### config.mk
export PLATFORM = sky130hd
export DESIGN_NAME = uba_maint_ctl
export DESIGN_NICKNAME = d
export VERILOG_FILES = /design/src/rtl/uba_maint_ctl.sv
export SDC_FILE = /design/constraint.sdc
export NUM_CORES = 1
export LEC_CHECK = 0
export CORE_UTILIZATION = 42
export DETAILED_ROUTE_END_ITERATION = 7
export PLACE_DENSITY = 0.81
export SETUP_SLACK_MARGIN = 0.5
export SLEW_MARGIN = 0
export SYNTH_ARGS = -nofsm -noshare
export SYNTH_HDL_FRONTEND = slang
export SYNTH_SLANG_ARGS = --single-unit
### constraint.sdc
create_clock -name clk -period 2.85 [get_ports clk]
set_clock_uncertainty 0.1 [all_clocks]
set_input_delay 0.4275 -clock clk [delete_from_list [all_inputs] [get_ports clk]]
set_output_delay 0.4275 -clock clk [all_outputs]
set_load 0.01 [all_outputs]
### src/rtl/uba_maint_ctl.sv
// UBA maintenance/control register.
// Holds CTRL_WIDTH read/write control bits, runs the Change Register (CR)
// bit as a timed one-shot (pulse, then holdoff) with a one-deep pending
// queue, and returns a registered read word onto the backplane bus.
module uba_maint_ctl #(
  parameter int CTRL_WIDTH  = 8,
  parameter int PULSE_LEN   = 16,
  parameter int HOLDOFF_LEN = 4
) (
  input  logic                  clk,
  input  logic                  rst,
  input  logic [0:35]           busDATAI,
  input  logic                  maintWRITE,
  input  logic                  maintREAD,
  output logic [0:35]           busDATAO,
  output logic [CTRL_WIDTH-1:0] regCTRL,
  output logic                  maintPULSE,
  output logic                  maintBUSY,
  output logic                  maintDONE
);

  // Bus bit 35 is CR; the control field sits directly above it (bus
  // numbering is big-endian, so "above" means lower bit numbers).
  localparam int FIELD_LO = 35 - CTRL_WIDTH;

  // Counter reload values; the counter counts down to 0 so a phase of
  // length L is loaded with L-1.
  localparam logic [15:0] PULSE_LOAD = 16'(PULSE_LEN - 1);
  localparam logic [15:0] HOLD_LOAD  = (HOLDOFF_LEN > 0) ? 16'(HOLDOFF_LEN - 1) : 16'd0;

  typedef enum logic [1:0] {
    IDLE  = 2'd0,
    PULSE = 2'd1,
    HOLD  = 2'd2
  } state_t;

  state_t      state;
  state_t      state_nxt;
  logic [15:0] count;
  logic [15:0] count_nxt;
  logic        pending;
  logic        pending_nxt;
  logic        done_nxt;
  logic        trigger;
  logic [0:35] read_word;
  logic        unused_bits;

  // CR is a pure trigger: it only acts together with a write strobe.
  assign trigger     = maintWRITE & busDATAI[35];
  assign maintPULSE  = (state == PULSE);
  assign maintBUSY   = (state != IDLE);
  // Bus bits outside the control field and CR carry nothing for this register.
  assign unused_bits = ^busDATAI[0:FIELD_LO-1];

  // Sequencer state, counter, pending flag and DONE strobe.
  always_ff @(posedge clk or posedge rst) begin
    if (rst) begin
      state     <= IDLE;
      count     <= 16'd0;
      pending   <= 1'b0;
      maintDONE <= 1'b0;
    end else begin
      state     <= state_nxt;
      count     <= count_nxt;
      pending   <= pending_nxt;
      maintDONE <= done_nxt;
    end
  end

  // Next-state logic: IDLE -> PULSE -> HOLD -> IDLE, with a one-deep queue
  // for CR triggers that arrive while a sequence is running.
  always_comb begin
    state_nxt   = state;
    count_nxt   = count;
    pending_nxt = pending;
    done_nxt    = 1'b0;
    case (state)
      IDLE: begin
        if (trigger || pending) begin
          state_nxt   = PULSE;
          count_nxt   = PULSE_LOAD;
          pending_nxt = 1'b0;
        end
      end
      PULSE: begin
        if (trigger) pending_nxt = 1'b1;
        if (count != 16'd0) begin
          count_nxt = count - 16'd1;
        end else if (HOLDOFF_LEN == 0) begin
          state_nxt = IDLE;
          done_nxt  = 1'b1;
        end else begin
          state_nxt = HOLD;
          count_nxt = HOLD_LOAD;
        end
      end
      HOLD: begin
        if (trigger) pending_nxt = 1'b1;
        if (count != 16'd0) begin
          count_nxt = count - 16'd1;
        end else begin
          state_nxt = IDLE;
          done_nxt  = 1'b1;
        end
      end
      default: begin
        state_nxt = IDLE;
      end
    endcase
  end

  // Control bits load from the bus field on every write; CR is not stored.
  always_ff @(posedge clk or posedge rst) begin
    if (rst) begin
      regCTRL <= '0;
    end else if (maintWRITE) begin
      regCTRL <= busDATAI[FIELD_LO:34];
    end
  end

  // Read word assembled from pre-edge state, so a same-cycle write is not seen.
  always_comb begin
    read_word = '0;
    if (maintREAD) begin
      read_word[18]          = maintBUSY;
      read_word[19]          = pending;
      read_word[FIELD_LO:34] = regCTRL;
    end
  end

  // Registered bus output: one cycle of read latency, zero when not read.
  always_ff @(posedge clk or posedge rst) begin
    if (rst) begin
      busDATAO <= '0;
    end else begin
      busDATAO <= read_word;
    end
  end

endmodule

* Yosys cells after proc, flatten, opt, wreduce, memory -nomap -nowiden
Index checks and enable logic that the tools add are counted.
** Storage, ports and cells
- Bits in registers :: 38
- Output and inout bits :: 47
- Word-level logic and storage cells :: 40
** Operators by class
- $add $sub $neg :: 1
- Equal/unequal tests :: 7
- Multiplexer cells :: 15
- Bitwise operators :: 1
- Reduce and logical (&&, ||, !) cells :: 10
** Operators with widths (count)
- $mux 16 :: 3
- $pmux 16 s3 :: 1
- $reduce_bool 16->1 :: 1
- $sub 16x1->16 const B :: 1
- $reduce_and 3->1 :: 3
- $mux 2 :: 4
- $mux 8 :: 1
- $ne 2x2->1 const B :: 4
- $pmux 2 s3 :: 1
- $mux 1 :: 4
- $reduce_bool 2->1 :: 2
- $reduce_bool 3->1 :: 1
- $eq 2x1->1 const B :: 1
- $eq 2x2->1 const B :: 1
- $logic_not 2->1 :: 1
- $ne 2x1->1 const B :: 1
- $pmux 1 s2 :: 1
- $reduce_or 2->1 :: 1
- $and 1x1->1 :: 1
- $logic_or 1x1->1 :: 1

* Logic depth before layout (Yosys ltp)
Gate-level depths: netlist (run 1).
- Depth after elaboration :: 4
- Mapped depth :: 9
- Depth with buffers taken out :: 7

* Worst setup path after synthesis (run 1)
Ideal clock, no wire load.
- Kind :: register to register
- Start :: register count[6]
- End :: register count[5]
- Setup time :: 0.133 ns
- Arrival time :: 1.909 ns
- Required time :: 2.617 ns
- Slack :: 0.708 ns
- Cell stages (with the launch flop) :: 8
- Buffers on the path :: 2
- Clock period less this slack :: 2.142 ns
- Cell sequence :: dfrtp_1 or4_4 nor4_2 buf_2 a21oi_1 clkbuf_1 a32oi_1 nand2_1
** Between the ends
- Cells in the longest elaborated chain, start to end :: 3
- Elaborated cells between the ends (all ways) :: 5
- Classes of those cells :: eq/ne: 1; mux: 2; reduce/logical: 2
** Ends and longest elaborated chain
- start, declared :: line 39 : logic [15:0] count;
- start signal, assigned :: line 64 : count <= count_nxt;
- $reduce_bool 16->1 (*) :: line 87, 99
- $mux 16 or $ne 2x2->1 (tied branches)
- $pmux 16 s3 or $reduce_and 3->1 (tied branches)
Every way passes the cells marked *; elsewhere a longest branch is shown, timed or not.
A chain may end at the register's enable or synchronous reset.

* Final worst setup path (run 1)
- Start :: register count[6]
- End :: register count[7]
** Between the ends
- Cells in the longest elaborated chain, start to end :: 3
- Elaborated cells between the ends (all ways) :: 7
- Classes of those cells :: add/sub: 1; eq/ne: 1; mux: 3; reduce/logical: 2
** Ends and longest elaborated chain
- $sub 16x1->16 or $reduce_bool 16->1 (tied branches)
- $mux 16, or another cell as far along :: line 99 : if (count != 16'd0) begin
- $pmux 16 s3 or $reduce_and 3->1 (tied branches)
Parallel ways exist; a longest one is shown, timed or not. The select of a mux whose other input is x is not followed.

==> run summary, run 1 <==
The tools report the cell total after placement as 286. The layout has 371 filler cells. The run gives 1840 um as the sum of met2 wire segment lengths after detailed routing. In this run the critical register-to-register path is launched from count[6]. During synthesis, Yosys emitted a total of 0 warnings. The min-delay analysis places its worst path in the category register to register. In this run the cell area of the synthesized design comes to 2030 um^2.

In this run the horizontal extent of the chip is 71.6 um. Dominant cell type by area after synthesis: dfrtp_1. The final critical path takes up 80.2% of the cycle.

The tools report the total length of routed wires as 3930 um. Counting the buffers created by CTS gives 5. For the switching power of the nets, the log shows 755 uW.

The tools report the initial core utilization as 45.1%. The critical path goes through or4_4, nor4_2, buf_4, a31oi_1, a21o_1, a22o_1. The count of endpoints failing hold in the final timing report is 0, and the endpoint required time on the critical path is 2940 ps. The relative contribution of combinational cells to total power was 42.4%; the total power divided by cell area was 825 nW/um^2. The measured slew at the worst slew-check pin works out to 622 ps.

The combined buffer and inverter count along the critical path is 1. Among all flip-flop cells after synthesis, the most frequent one is dfrtp_1. After synthesis, the largest area contributor takes up 46.8% of total cell area. The chip height is 71.6 um, and the first-pass GRT wire length is 6580 um. The number of vias after detailed routing was 1545; the global placer's final weighted congestion was 0.811.

The die covers 5120 um^2. The sequential element share of the synthesized area is 46.8%, and the clock-pin slew of the registers on the worst-case setup and hold paths is 80 ps. The clock network is responsible for 22.5% of the overall power. The fraction of final layout cells with drive strength greater than 1 was 12.8%.

The tools report the worst-case headroom to the max-slew limit as 58.3%. The length of routed met3 wiring was 144 um; the cell leakage power was 1.10 nW. Worst slack after detailed placement: 555 ps.

The number of standard cells in the layout, taps in and fillers out is 294, and the average wire per cell in the routed design is 13.4 um. The number of instances in the synthesized netlist was 201; the shortest period the worst path allows was 2290 ps. Origin of the worst min-delay path: regCTRL[5]. In the post-route analysis, the smallest setup slack over all paths is 563 ps.

Yosys attributes the largest share of cell area to dfrtp_1, buf_4, mux2_2. The worst setup path is captured at a register. The run gives 39 as the maximum number of pins on one net before global-route repair. The logs give 4 for the count of TritonRoute iterations in the first routing pass and 2470 um^2 for the total non-filler cell area in the finished layout.

After detailed routing, the number of vias per cell comes to 5.26. Of all flip-flops after synthesis, the portion carrying an async set or reset was 100%. Number of nets in the finished design: 286. Setup repair after global routing could not meet its margin everywhere. In the layout the commonest cells are dfrtp_1, clkdlybuf4s50_1, conb_1, nand2_1, o21ai_0.

In the final timing run, aggregate negative setup slack is 0 ps. In this run, the number of DRC markers left after iteration 0 of detailed routing was 45. VDD sags by at most 0.603 mV. Setup violations remaining at the end of the flow were counted as 0. The worst hold path terminates at busDATAO[29]. Maximum clock path buffer count: 2. Averaged over all synthesized cells, the footprint is 10.1 um^2.

The count of port buffers added during placement came out at 33. The number of cells on the worst hold path was 1. The detailed-routing wirelength on met1 came out at 1840 um. The worst setup path is launched from a register. The area overhead of the layout relative to synthesis was 21.6%; the data arrival time of the critical path was 2370 ps.

The max-slew violation count was 0; the worst-case reg-to-reg path depth was 6. Signal routing reaches up to met4. The HPWL after detailed placement is 2780 um.

The placeable core area came out at 4500 um^2. Initial antenna violation count: 0. Max-cap violations in this run came to 0. Top cell family by delay on the critical path: simple AND/OR/NAND/NOR gates.

The cell with the biggest individual delay on the critical path is or4_4. Net switching is 37.0% of the power. The critical path is of the register to register type.

The clock insertion delay at the later pin of the skew report was 290 ps; the post-placement cell area was 2350 um^2. The floorplan has 24 rows. TritonCTS built the clock tree. After clock tree synthesis, the setup repair step added 0 buffers. In the routed design, unresolved DRC markers number 0. After synthesis the netlist holds a flip-flop and latch count of 38.

The peak fanout along the critical path is 11. The library cell used most frequently in the layout, excluding fill and tap cells, is dfrtp_1. The count of nets left with antenna violations after detail routing was 0; the total design power was 2.04 mW. Internal power comes to 1.28 mW. The run gives 560 ps as the internal reg-to-reg setup slack.

0 antenna diodes ended up in the layout. The logs give 1444 for the number of global-route vias before repair and 87 for the I/O pin count. The global routing usage summed across all routing layers is 16.9%, and the clock sink count is 38. The number of flops mapped to enable cells by yosys was 0; the number of distinct library cells after synthesis was 41. The root buffer selected by CTS was clkbuf_8.

The reg-to-reg endpoint was count[7]. On the worst path, the slowest cell contributes a delay of 590 ps. The H-tree was split into 2 levels. The logs give 35.0% for the part of the total power dissipated in sequential elements and 0.437 GHz for the maximum clock frequency. The flow ran to the end, and the final reports show no timing, DRC or antenna violations. The total overflow left after global routing is 0.
flip-flops by register name, indices dropped and copies added (netlist names):
name       flops
count         16
busDATAO      10
regCTRL        8
state          2
maintDONE      1
pending        1
cell usage after synthesis, types with 4 or more instances:
cell type / number
a21oi_1: 11
a31oi_1: 8
and2_1: 11
buf_4: 26
clkbuf_1: 4
dfrtp_1: 38
ha_1: 5
inv_1: 9
mux2_2: 8
nand2_1: 13
nor2_1: 11
nor3_1: 4
o21ai_0: 12
or3_1: 4
what timing repair did:
action / in CTS / in global routing
setup endpoints to repair: 0 / 11
resized for setup: 0 / 2
hold buffers: 0 / 0
through the flow:
| stage | hold slack [ps] | utilization, % |
|---|---|---|
| floorplan | 351 | - |
| global placement | 383 | 52.2 |
| detailed placement | 387 | 52.2 |
| CTS | 405 | 54.7 |
| global route | 431 | 54.9 |
| finish | 411 | 54.9 |
worst register-to-register path, delay by kind of cell (launching register included):
family	cells	cell delay, ps
AND/OR/NAND/NOR	2	740
AO/OA/AOI/OAI	3	690
flip-flops	1	430
buffers and inverters	1	210
power groups by stage:
stage / combinational, mW / clock, mW / sequential (mW)
2_1_floorplan: 0.596 / 0 / 0.719
3_3_place_gp: 0.828 / 0 / 0.717
3_5_place_dp: 0.845 / 0 / 0.722
4_1_cts: 0.861 / 0.470 / 0.712
5_1_grt: 0.957 / 0.495 / 0.728
6_report: 0.865 / 0.460 / 0.714
per-layer routing:
layer | track usage [%] | vias up
met5 | 0 | -
met4 | 8.50 | 0
met3 | 5.06 | 11
met2 | 25.4 | 55
met1 | 22.4 | 737
li1 | - | 742
final cells by class:
class                   count  area (um^2)  share of cell area, %
multi-input cells         148          932                   37.7
clock buffers               5         68.8                   2.78
flip-flops and latches     38          951                   38.5
clock inverters             3         45.0                   1.82
inverters                   9         33.8                   1.37
repair buffers             39          375                   15.2
well taps                  52         65.1                   2.63
kinds of logic (layout without fill, tap and decap cells):
group / count (synthesis) / in the layout / share of synthesized area (%)
AO/OA/AOI/OAI: 51 / 51 / 16.6
XOR/XNOR: 1 / 1 / 0.431
adder cells (fa/ha/maj): 5 / 5 / 3.08
buffers and inverters: 40 / 56 / 12.3
flip-flops: 38 / 38 / 46.8
multiplexers: 8 / 8 / 4.43
other: 1 / 26 / 0.185
AND/OR/NAND/NOR: 57 / 57 / 16.3
worst max-delay path by stage:
stage / start / to / slack [ps] / depth (start not counted)
final: count[6] / count[7] / 560 / 6
after global routing: count[6] / count[7] / 460 / 6
after CTS: count[6] / count[2] / 530 / 6
after detailed placement: maintWRITE / count[7] / 560 / 6
after global placement: maintWRITE / count[7] / 550 / 6
after floorplan: count[6] / count[5] / 710 / 7
(Power assumes the default switching activity.)
==> run 2: changes to the inputs <==
- CORE_UTILIZATION: 42 -> 38
- PLACE_DENSITY: 0.81 -> 0.77
- clock period: 2.85 -> 1.95 ns (I/O delays scaled with it)
==> run 2 against run 1 <==
Effect of this change:
- the run now ends with negative setup slack left
- setup slack got worse by 730 ps
- global-route usage rose by 6.1 points
- largest power group unchanged
- clock power rose by 77%
- cell area rose by 30%
- count of clock-buffer cells in the layout did not move
- sequential share of layout area fell by 9.0 points
- critical path type unchanged
- die area rose by 10%
==> run summary, run 2 (synthesis gave the netlist of run 1 again) <==
The flow ran to the end, but the final reports show violations. The checks that failed: negative setup slack. The tools report the clock group share of total power as 18.5% (was 22.5%). The shortest period the worst path allows is 2120 ps (was 2290 ps). The tools report the max-slew violation count as 0 (unchanged).

The cell repeated most along the worst path was buf_6. The fraction of power spent switching nets was 38.0% (was 37.0%). The logs give 0 (unchanged) for the total global routing overflow and 2190 ps (was 2370 ps) for the data arrival time of the critical path. Count of endpoints failing setup in the final report: 18 (was 0).

The largest vdd supply drop was 1.03 mV (was 0.603 mV); the violation count after the first detailed-route iteration was 90 (was 45). Fraction of final layout cells with drive strength greater than 1: 41.5% (was 12.8%). The path category of the worst min-delay check was input pin to asynchronous set/reset pin (was register to register).

The logs give 4 (unchanged) for the count of TritonRoute iterations in the first routing pass and 0 (unchanged) for the number of diodes. The top register by number of flip-flops is count (unchanged). The run gives 951 um^2 (unchanged) as the area taken by flip-flops and latches. The kind of critical path is register to register (unchanged). For the CTS buffer count, the log shows 5 (unchanged). Worst path cell trace: or4_4, nor4_4, buf_6, a31oi_4, buf_6, a21oi_4, o22ai_1 (was or4_4, nor4_2, buf_4, a31oi_1, a21o_1, a22o_1). The number of global-route vias before repair was 1929 (was 1444). The endpoint required time on the critical path was 2020 ps (was 2940 ps); the full die area was 5640 um^2 (was 5120 um^2). The sort of element at the end of the critical path is a register (unchanged).

The maximum number of pins on one net before global-route repair is 39 (unchanged), and the clock-pin slew of the registers on the worst-case setup and hold paths is 80 ps (about the same). Leading registers by flop count: count: 16 flops, busDATAO: 10 flops, regCTRL: 8 flops (unchanged). The run gives 39.5% (was 45.1%) as the initial core utilization. The part of the total power dissipated in sequential elements came out at 23.4% (was 35.0%). For the initial antenna violation count, the log shows 0 (unchanged).

The peak fanout along the critical path is 6 (was 11), and the measured slew at the worst slew-check pin is 594 ps (was 622 ps). The smallest setup slack after layout is -168 ps (was 563 ps), and the H-tree depth reported by CTS is 2 (unchanged). The total power divided by cell area is 1360 nW/um^2 (was 825 nW/um^2), and the cell leakage power is 1.48 nW (was 1.10 nW).

The total length of routed wires is 6050 um (was 3930 um). The tools report the root buffer selected by CTS as clkbuf_8 (unchanged). The run gives 0 (unchanged) as the number of buffers inserted for hold repair after clock tree synthesis. The run gives 2 (unchanged) as the maximum clock path buffer count. TritonCTS built the clock tree.

The relative contribution of combinational cells to total power was 58.0% (was 42.4%). The tools report the number of maximum-capacitance violations as 0 (unchanged). The chip height is 75.1 um (was 71.6 um). The count of port buffers added during placement is 33 (unchanged). The DRC violation count after routing came out at 0 (unchanged).

The post-detailed-route via-to-cell ratio works out to 5.08 (was 5.26). The cell with the biggest individual delay on the critical path is or4_4 (unchanged). The global placer's final weighted congestion came out at 0.836 (was 0.811).

Top library cells by usage in the layout, fill and taps aside: buf_4, dfrtp_1, conb_1, dlygate4sd2_1 (was dfrtp_1, clkdlybuf4s50_1, conb_1, nand2_1, o21ai_0). For the first-pass GRT wire length, the log shows 9450 um (was 6580 um). The count of nets left with antenna violations after detail routing is 0 (unchanged). The run gives 1230 um^2 (was 932 um^2) as the footprint of the multi-input gates.

Worst-case reg-to-reg path depth: 7 (was 6). For the total internal power, the log shows 2.72 mW (was 1.28 mW). The clock sink count is 38 (unchanged), and the number of nets in the finished design is 333 (was 286). The half-perimeter wire length of the detailed placement result was 3410 um (was 2780 um).

The flip-flop count of the largest register, all copies and words added came out at 16 (unchanged). Share of the clock period used by the worst path after layout: 109% (was 80.2%). The post-placement cell area was 2720 um^2 (was 2350 um^2); the layout filler cell count was 388 (was 371).

The tools report the I/O pin count as 87 (unchanged). The die extent in x works out to 75.1 um (was 71.6 um). The count of endpoints failing hold in the final timing report is 0 (unchanged), and the switching power of the nets is 1.67 mW (was 755 uW). The critical path's largest stage delay came out at 580 ps (was 590 ps). The average wire per cell in the routed design was 16.9 um (was 13.4 um).

The number of vias after detailed routing came out at 1825 (was 1545). The commonest non-fill, non-tap cell in the layout was buf_4 (was dfrtp_1). The worst slack after detailed placement was -198 ps (was 555 ps). The run gives 23.1% (was 16.9%) as the global routing usage summed across all routing layers. The logs give 60.2% (was 58.3%) for the worst-case headroom to the max-slew limit and 5140 um^2 (was 4500 um^2) for the placeable core area. The maximum clock frequency was 0.472 GHz (was 0.437 GHz). Setup repair after global routing could not meet its margin everywhere. The clock insertion delay at the later pin of the skew report is 300 ps (was 290 ps), and the area overhead of the layout relative to synthesis is 58.7% (was 21.6%). The kind of start point of the critical path is a register (unchanged). The total non-filler cell area in the finished layout came out at 3220 um^2 (was 2470 um^2). For the number of core rows, the log shows 26 (was 24).
-- run 2: final cells by class --
type / instances / area share (%)
well taps: 70 / 2.72
repair buffers: 85 / 24.2
inverters: 9 / 1.05
multi-input cells: 149 / 38.3
clock inverters: 3 / 2.13
clock buffers: 5 / 2.13
flip-flops and latches: 38 / 29.5
-- run 2: routing by layer --
metal,vias up,track usage (%),routed length [um]
met5,-,0,0
met4,0,13.6,270
met3,23,5.62,255
met2,80,40.9,3220
met1,888,24.9,2310
li1,834,-,-
-- run 2: metrics by stage --
step	instances	TNS [ps]	hold slack (ps)	power, mW	utilization [%]
6_report	359	-1900	315	4.38	62.7
3_5_place_dp	337	-2280	396	2.80	52.9
2_1_floorplan	226	-242	321	2.12	-
3_3_place_gp	337	-1920	375	2.75	52.9
5_1_grt	359	-2740	385	4.59	62.7
4_1_cts	354	-1350	332	4.03	60.0
-- run 2: power by group through the flow --
stage	combinational (mW)	clock (mW)	sequential, mW
after global routing	2.70	0.855	1.04
final	2.54	0.812	1.03
after CTS	2.18	0.822	1.02
after global placement	1.73	0	1.02
after floorplan	1.06	0	1.06
after detailed placement	1.77	0	1.04
-- run 2: worst paths after layout --
check,end,slack [ps],from
min in group clk,busDATAO[28],410,regCTRL[6]
max in group asynchronous,count[6],1090,rst
max reg2reg,count[12],-170,count[9]
min,busDATAO[18],320,rst
max,count[12],-170,count[9]
min reg2reg,busDATAO[28],410,regCTRL[6]
-- run 2: timing repair --
action                                  in CTS  in global routing
gates cloned                                 2                  0
endpoints found under the setup margin      40                 21
buffers inserted                             7                  5
resized for setup                           68                 24
pin swaps                                   18                 11
-- run 2: critical path: cells and delay by family, from the launching register on --
| kind | cells | cell delay [ps] |
|---|---|---|
| buf+inv | 2 | 350 |
| flops | 1 | 390 |
| simple gates | 2 | 790 |
| compound gates | 3 | 360 |
